### config.mk
export PLATFORM = sky130hd
export DESIGN_NAME = dmem_arbiter
export DESIGN_NICKNAME = d
export VERILOG_FILES = /design/src/rtl/dmem_arbiter.sv
export SDC_FILE = /design/constraint.sdc
export NUM_CORES = 1
export LEC_CHECK = 0
export CAP_MARGIN = 0
export CORE_MARGIN = 5
export CORE_UTILIZATION = 39
export DETAILED_ROUTE_END_ITERATION = 16
export PLACE_DENSITY = 0.89
export REMOVE_ABC_BUFFERS = 1
export SKIP_LAST_GASP = 1
export SLEW_MARGIN = 40
export SYNTH_ARGS = -nofsm -noshare
export SYNTH_HDL_FRONTEND = slang
export SYNTH_SLANG_ARGS = --single-unit
### constraint.sdc
create_clock -name clk -period 1.7 [get_ports clk]
set_clock_uncertainty 0.05 [all_clocks]
set_input_delay 0.17 -clock clk [delete_from_list [all_inputs] [get_ports clk]]
set_output_delay 0.17 -clock clk [all_outputs]
set_load 0.05 [all_outputs]
### src/rtl/dmem_arbiter.sv
// Two-master arbiter/sequencer for a word-organised data memory with byte-strobed
// synchronous write and asynchronous read. One registered access in flight at a time.
module dmem_arbiter #(
  parameter int unsigned ADDR_W = 32,
  parameter bit          RR_EN  = 1'b1
) (
  input  logic              clk,
  input  logic              rst_n,
  input  logic              m0_req,
  input  logic              m0_we,
  input  logic [3:0]        m0_strobe,
  input  logic [ADDR_W-1:0] m0_addr,
  input  logic [31:0]       m0_wdata,
  output logic              m0_gnt,
  output logic              m0_rvalid,
  output logic [31:0]       m0_rdata,
  input  logic              m1_req,
  input  logic              m1_we,
  input  logic [3:0]        m1_strobe,
  input  logic [ADDR_W-1:0] m1_addr,
  input  logic [31:0]       m1_wdata,
  output logic              m1_gnt,
  output logic              m1_rvalid,
  output logic [31:0]       m1_rdata,
  output logic              mem_we,
  output logic [3:0]        mem_strobe,
  output logic [ADDR_W-1:0] mem_addr,
  output logic [31:0]       mem_wdata,
  input  logic [31:0]       mem_rdata
);

  typedef enum logic {S_IDLE, S_ACCESS} state_t;

  state_t              r_state;
  state_t              w_next;
  logic                r_last_gnt;
  logic                r_id;
  logic                r_we;
  logic [3:0]          r_strobe;
  logic [ADDR_W-1:0]   r_addr;
  logic [31:0]         r_wdata;
  logic                r_m0_rvalid;
  logic                r_m1_rvalid;
  logic [31:0]         r_m0_rdata;
  logic [31:0]         r_m1_rdata;

  logic                w_any;
  logic                w_win;
  logic                w_grant;

  assign w_any   = m0_req | m1_req;
  assign w_grant = (r_state == S_IDLE) && w_any;

  // Winner id: 1 selects master 1. Ties go to the master not granted last (RR) or to master 0.
  always_comb begin
    w_win = 1'b0;
    if (m0_req && m1_req)
      w_win = RR_EN ? ~r_last_gnt : 1'b0;
    else if (m1_req)
      w_win = 1'b1;
  end

  always_ff @(posedge clk or negedge rst_n) begin
    if (!rst_n) r_state <= S_IDLE;
    else        r_state <= w_next;
  end

  always_comb begin
    w_next = r_state;
    case (r_state)
      S_IDLE:   if (w_any) w_next = S_ACCESS;
      S_ACCESS: w_next = S_IDLE;
      default:  w_next = S_IDLE;
    endcase
  end

  always_comb begin
    m0_gnt     = 1'b0;
    m1_gnt     = 1'b0;
    mem_we     = 1'b0;
    mem_strobe = '0;
    case (r_state)
      S_IDLE: begin
        m0_gnt = w_grant & ~w_win;
        m1_gnt = w_grant &  w_win;
      end
      S_ACCESS: begin
        mem_we     = r_we;
        mem_strobe = r_we ? r_strobe : 4'b0000;
      end
      default: ;
    endcase
  end

  always_ff @(posedge clk or negedge rst_n) begin
    if (!rst_n) begin
      r_last_gnt  <= 1'b1;
      r_id        <= 1'b0;
      r_we        <= 1'b0;
      r_strobe    <= '0;
      r_addr      <= '0;
      r_wdata     <= '0;
      r_m0_rvalid <= 1'b0;
      r_m1_rvalid <= 1'b0;
      r_m0_rdata  <= '0;
      r_m1_rdata  <= '0;
    end else begin
      r_m0_rvalid <= 1'b0;
      r_m1_rvalid <= 1'b0;
      if (w_grant) begin
        r_last_gnt <= w_win;
        r_id       <= w_win;
        r_we       <= w_win ? m1_we     : m0_we;
        r_strobe   <= w_win ? m1_strobe : m0_strobe;
        r_addr     <= w_win ? m1_addr   : m0_addr;
        r_wdata    <= w_win ? m1_wdata  : m0_wdata;
      end
      // Response is registered at the end of ACCESS so it appears in the following (IDLE) cycle.
      if (r_state == S_ACCESS) begin
        if (r_id) begin
          r_m1_rvalid <= 1'b1;
          r_m1_rdata  <= r_we ? 32'h0 : mem_rdata;
        end else begin
          r_m0_rvalid <= 1'b1;
          r_m0_rdata  <= r_we ? 32'h0 : mem_rdata;
        end
      end
    end
  end

  assign mem_addr  = r_addr;
  assign mem_wdata = r_wdata;
  assign m0_rvalid = r_m0_rvalid;
  assign m1_rvalid = r_m1_rvalid;
  assign m0_rdata  = r_m0_rdata;
  assign m1_rdata  = r_m1_rdata;

endmodule

==> results of run 1 <==
-- cell type report --
type                            instances  area (sq um)
Antenna cell                            1          2.50
Clock buffer                           20           447
Clock inverter                         12           125
Fill cell                            1109          4930
Inverter                                5          18.8
Multi-Input combinational cell        310          2000
Sequential cell                       138          3460
Tap cell                              184           230
Timing Repair Buffer                  341          3270
-- worst max-delay path by stage --
stage / from / endpoint / cells past startpoint / slack [ns]
2_1_floorplan: r_state$_DFF_PN0_ / mem_addr[0]$_DFFE_PN0P_ / 2 / -0.97
5_1_grt: r_last_gnt$_DFFE_PN1P_ / m0_gnt / 3 / -0.03
3_3_place_gp: m0_req / mem_wdata[5]$_DFFE_PN0P_ / 5 / -0.03
3_5_place_dp: m0_req / mem_addr[29]$_DFFE_PN0P_ / 5 / -0.08
6_report: r_last_gnt$_DFFE_PN1P_ / m0_gnt / 3 / 0.01
4_1_cts: r_last_gnt$_DFFE_PN1P_ / m0_gnt / 3 / -0.1
-- cells in the mapped netlist, drive strengths merged --
cell type / number
a221o: 69
inv: 5
buf: 18
a211oi: 1
o21bai: 1
clkbuf: 23
a21o: 2
and3: 4
nand2: 65
dfstp: 1
o211a: 1
dfrtp: 137
o21ai: 64
nand2b: 33
and2: 70
-- per-stage QoR --
| stage | total power, W | TNS, ns | hold WS (ns) | util [%] | cells |
|---|---|---|---|---|---|
| 2_1_floorplan | 0.00908 | -77.66 | -0.176 | - | 453 |
| 3_3_place_gp | 0.0117 | -0.0590 | 0.0838 | 61.0 | 967 |
| 3_5_place_dp | 0.0119 | -0.551 | 0.0885 | 61.0 | 967 |
| 4_1_cts | 0.0155 | -0.133 | 0.210 | 65.6 | 1005 |
| 5_1_grt | 0.0161 | -0.0397 | 0.256 | 66.0 | 1011 |
| 6_report | 0.0154 | 0 | 0.212 | 66.0 | 1011 |
-- state kept, by name, indices dropped and copies added (netlist names) --
| register | flops |
|---|---|
| r_last_gnt | 1 |
| m0_rvalid | 1 |
| r_state | 1 |
| m1_rvalid | 1 |
| r_strobe | 4 |
| mem_addr | 32 |
| m1_rdata | 32 |
| m0_rdata | 32 |
| r_id | 1 |
| mem_wdata | 32 |
| r_we | 1 |
-- kinds of logic after synthesis --
| logic type | synth area share, % |
|---|---|
| DFF | 60.3 |
| buffers and inverters | 5.02 |
| AOI/OAI and AO/OA | 18.8 |
| and+or+nand+nor | 15.9 |
-- repair_timing --
item                                    in CTS  in global routing
hold buffers                                 1                  0
endpoints found under the setup margin      13                 38
cloned                                       2                  0
pin swaps                                    1                  2
hold endpoints to repair                    41                  0
resized for setup                           13                  3
setup buffers                                3                  5
-- power by group through the flow --
stage	logic [W]	clock network, W	registers (W)
2_1_floorplan	0.00120	0	0.00788
3_3_place_gp	0.00698	0	0.00476
3_5_place_dp	0.00708	0	0.00479
4_1_cts	0.00709	0.00366	0.00475
5_1_grt	0.00740	0.00380	0.00487
6_report	0.00706	0.00360	0.00475
-- metal layers --
layer | global-route usage (%) | vias to the layer above | wire length (um) | part of all wire [%]
met4 | 11.7 | 2 | 841 | 4.3
met3 | 8.37 | 52 | 1850 | 9.4
met1 | 24.8 | 2536 | 7140 | 36
met2 | 38.3 | 274 | 9880 | 50
li1 | - | 2386 | - | -
met5 | 0 | - | 18 | 0.091
==> results by group, run 1 <==
Worst setup path
  – Critical Path Most Common Cell: buf_12
  – Crit path max-delay family: flip-flops
  – Critical Path Sink Type: output pin
  – Reg2Reg Depth: 5
  – FF-to-FF End: mem_wdata[3]$_DFFE_PN0P_
  – RR Startpoint: r_last_gnt$_DFFE_PN1P_
  – R2r setup slk: 0.03 ns
  – CP bufs+invs: 2
  – Crit-path cells: o211a_4 -> buf_12 -> buf_12
  – Critical path class: reg -> out
  – Max incr delay on CP: 0.57 ns
  – Max Fanout on Critical Path: 9
  – Slowest CP cell: dfstp_2
  – Critical Path AT: 1.47 ns
  – Startpoint Class: flop
  – Required time worst endpoint: 1.48 ns

Cells and area
  – Syn-to-layout area delta: 66.6%
  – Final nets: 987
  – Fin area: 9550 sq um
  – Layout cell share with drive strength beyond 1: 24.0%
  – Commonest non-fill, non-tap cell in the layout: clkdlybuf4s50_1
  – Commonest non-fill, non-tap cells in the layout: clkdlybuf4s50_1, buf_4, dfrtp_1

Synth
  – Synth top area share: ~60%
  – Largest cells by area after synthesis: dfrtp_1, a221o_1, and2_1, o21ai_0, nand2_1
  – #FFs+latches synth: 138
  – Ys Warns: 0
  – Sequential share of the synthesized area: 60.3%
  – Largest area contributor in the netlist: dfrtp_1
  – Distinct cells, synth: 18
  – Synthesized instance count: 494
  – Syn_area_per_cell: around 12 sq um
  – Syn Std Cell Area: 5730 sq um

Clock network
  – Clock latency on the worst-skew pair: 0.42 ns
  – Num CTS Buffers: 17
  – Root buf cell: clkbuf_16
  – CTS Buffer Depth: 2
  – Worst-path clk slew: 0.06 ns
  – CTS tree: yes
  – H-tree depth: 4
  – CTS Sinks: 138

Power
  – Switching Share: 43.2%
  – Peak VDD IR: 0.860 mV
  – Logic pwr share: 45.8%
  – Internal Dissipation: 0.00877 W
  – Clock Power Share: 23.4%
  – Sequential power share: between 30% and 40%
  – Net Sw Power: 0.00666 W
  – Pwr Density: 1610 nW/um^2
  – Leakage: 4.44 nW

STA
  – Fmax achieved: 592 MHz
  – Fin. max-slew vios: 0
  – Rel. slew slack: 67.6%
  – PnR worst setup slack: between 0.01 and 0.015 ns
  – Worst Tran Pin Value: 0.488 ns
  – Minimum clock period: 1.69 ns
  – Final period util: 99.4%
  – Final setup vio count: 0
  – Hold Vio Cnt, Final: 0
  – Unrepaired setup endpoints after global routing: yes

Global route
  – Congestion Overflow GR: 0
  – Pin count of the biggest net entering global routing: 66
  – Tot GR Track Use: 22.6%
  – Vias in the first global route: 5,492
  – Initial antenna violation count: 2
  – Global-route wire length before repair: 30.9 mm

Floorplan
  – Core Rows: 44
  – Die extent in y: 131 um
  – Initial core utilization: 39.6%
  – Die Footprint: 17,200 sq um
  – Core Box Area: 14,500 sq um
  – Die width: 131 um
  – I/O Pins: 311

Route
  – Initial DRT Pass Iterations: 5
  – # DRC: 0
  – Routed WL per cell: 19.5 um
  – Antenna viol nets, final: 0
  – Routed via count: 5,250
  – DR iter-0 viols: 331
  – Via density: a little over 5
  – Final wirelength: around 20 mm

Place
  – Setup Slack @ Placement: -0.0778 ns
  – Area post-placement: 8840 sq um
  – DPL Wire Length: 14.4 mm
  – PortBufs: 310
  – Gpl congestion: 0.894

Job
  – Count of max-cap constraint violations: 0

Outcome
  – Outcome: completed

Hold path
  – HP Class: in -> async
No activity file was read; power rests on OpenSTA's default activity.
==> run 2, diff against run 1 <==
- HOLD_SLACK_MARGIN: default -> 0.15
==> results of run 2 <==
No change in the layout: final DEF, timing and power equal those of run 1.
==> run 3, diff against run 2 <==
- CORE_UTILIZATION: 39 -> 26
- PLACE_DENSITY: 0.89 -> 0.66
==> results by group, run 3 (synthesized netlist as in run 1, its figures left out) <==
Global route
  – Vias in the first global route: 5,449 (-0.78%)
  – Congestion Overflow GR: 0 (unchanged)
  – Initial antenna violation count: 1 (-1)
  – Global-route wire length before repair: 30.9 mm (about the same)
  – Pin count of the biggest net entering global routing: 66 (unchanged)
  – Tot GR Track Use: 15.9% (-6.7 points)

Route
  – DR iter-0 viols: 256 (-23%)
  – Routed via count: 5,079 (-3.3%)
  – Routed WL per cell: 18.3 um (-6.4%)
  – Final wirelength: 20.3 mm (+3.0%)
  – Antenna viol nets, final: 0 (unchanged)
  – # DRC: 0 (unchanged)
  – Via density: 4.56 (-12%)
  – Initial DRT Pass Iterations: 4 (-1)

Cells and area
  – Inserted Diodes: 0 (-1)
  – Final nets: 994 (+0.71%)
  – Layout cell share with drive strength beyond 1: 25.7% (+1.7 points)
  – Syn-to-layout area delta: 70.4%
  – Commonest non-fill, non-tap cells in the layout: clkdlybuf4s50_1, buf_4, dfrtp_1
  – Final core utilization: 44.9% (-21 points)
  – Commonest non-fill, non-tap cell in the layout: clkdlybuf4s50_1
  – Fin area: 9770 sq um (+2.3%)

Worst setup path
  – Critical Path Sink Type: output pin
  – Required time worst endpoint: 1.48 ns (about the same)
  – Critical Path AT: 1.48 ns (about the same)
  – Startpoint Class: flop
  – R2r setup slk: 0.05 ns (+0.02 ns)
  – Critical path class: reg -> out
  – Max Fanout on Critical Path: 3 (-6)

STA
  – PnR worst setup slack: 0.00103 ns (-0.00911 ns)
  – Rel. slew slack: 67.5% (-0.096 points)
  – Worst Tran Pin Value: 0.489 ns (+0.00145 ns)
  – Fin. max-slew vios: 0 (unchanged)
  – Hold Vio Cnt, Final: 0 (unchanged)
  – Final period util: 99.9% (+0.54 points)
  – Final setup vio count: 0 (unchanged)
  – Fmax achieved: 589 MHz (-0.54%)
  – Minimum clock period: 1.70 ns (+0.00911 ns)
  – Unrepaired setup endpoints after global routing: yes
  – Setup TNS: 0 ns (unchanged)

Floorplan
  – I/O Pins: 311 (unchanged)
  – Core Box Area: 21,800 sq um (+50%)
  – Initial core utilization: 26.4% (-13 points)
  – Die Footprint: 25,100 sq um (+46%)
  – Core Rows: 54 (+23%)
  – Die width: 158 um (+21%)
  – Die extent in y: 158 um (+21%)

Clock network
  – Root buf cell: clkbuf_16
  – CTS Buffer Depth: 2 (unchanged)
  – CTS Sinks: 138 (unchanged)
  – H-tree depth: 4 (unchanged)
  – CTS tree: yes
  – Clock latency on the worst-skew pair: 0.41 ns (about the same)
  – Num CTS Buffers: 17 (unchanged)
  – Worst-path clk slew: 0.06 ns (about the same)

Place
  – Setup Slack @ Placement: -0.0874 ns (-0.00960 ns)
  – PortBufs: 310 (unchanged)
  – Gpl congestion: 0.771 (-14%)
  – Area post-placement: 9000 sq um (+1.9%)
  – DPL Wire Length: 14.7 mm (+2.1%)

Power
  – Pwr Density: 1610 nW/um^2 (-0.39%)
  – Peak VDD IR: 0.618 mV (-28%)
  – Pwr Total: 0.0157 W (+1.9%)
  – Leakage: 4.48 nW (+1.0%)

Job
  – Count of max-cap constraint violations: 0 (unchanged)

Hold path
  – HP Class: in -> async

Outcome
  – Outcome: completed
[run 3: path summary, 6_finish.rpt]
kind | start | end | cells after the start
max reg2reg | r_last_gnt$_DFFE_PN1P_ | mem_wdata[1]$_DFFE_PN0P_ | 5
max in group asynchronous | rst_n | m0_rdata[0]$_DFFE_PN0P_ | 3
min reg2reg | m1_rdata[11]$_DFFE_PN0P_ | m1_rdata[11]$_DFFE_PN0P_ | 2
min in group clk | mem_rdata[18] | m0_rdata[18]$_DFFE_PN0P_ | 3
min | rst_n | m0_rdata[9]$_DFFE_PN0P_ | 3
max | r_last_gnt$_DFFE_PN1P_ | m1_gnt | 4
[run 3: layout make-up]
cell class,count,area [sq um]
Clock buffer,18,439
Clock inverter,14,174
Fill cell,2101,12000
Inverter,5,18.8
Multi-Input combinational cell,310,2010
Sequential cell,138,3450
Tap cell,280,350
Timing Repair Buffer,348,3320
[run 3: critical path: stages, from the launching register on]
cell	delay (ns)
dfstp_2	0.58
a211oi_4	0.08
buf_12	0.15
buf_12	0.12
buf_12	0.14
[run 3: what timing repair did]
| action | 4_1_cts | 5_1_grt |
|---|---|---|
| cloned | 2 | 0 |
| endpoints found under the hold margin | 137 | 0 |
| endpoints found under the setup margin | 5 | 9 |
| pin swaps | 1 | 2 |
| hold buffers | 3 | 0 |
| buffers inserted | 4 | 2 |
| resized for setup | 4 | 3 |
[run 3: per-stage QoR]
| stage | cells | hold WS, ns |
|---|---|---|
| 2_1_floorplan | 453 | -0.176 |
| 3_3_place_gp | 1070 | 0.0331 |
| 3_5_place_dp | 1070 | 0.0327 |
| 4_1_cts | 1111 | 0.239 |
| 5_1_grt | 1113 | 0.262 |
| 6_report | 1113 | 0.258 |
[run 3: per-layer routing]
layer	GRT usage (%)	part of all wire, %	vias to the layer above
met5	0	0.064	-
met4	3.37	0.96	2
met3	6.88	12	15
met2	26.4	48	253
met1	19.3	40	2408
li1	-	-	2401
[run 3: where the power goes]
group          total (W)  switching (W)  internal [W]
combinational    0.00712        0.00470       0.00241
clock            0.00387        0.00160       0.00227
sequential       0.00473       0.000515       0.00421
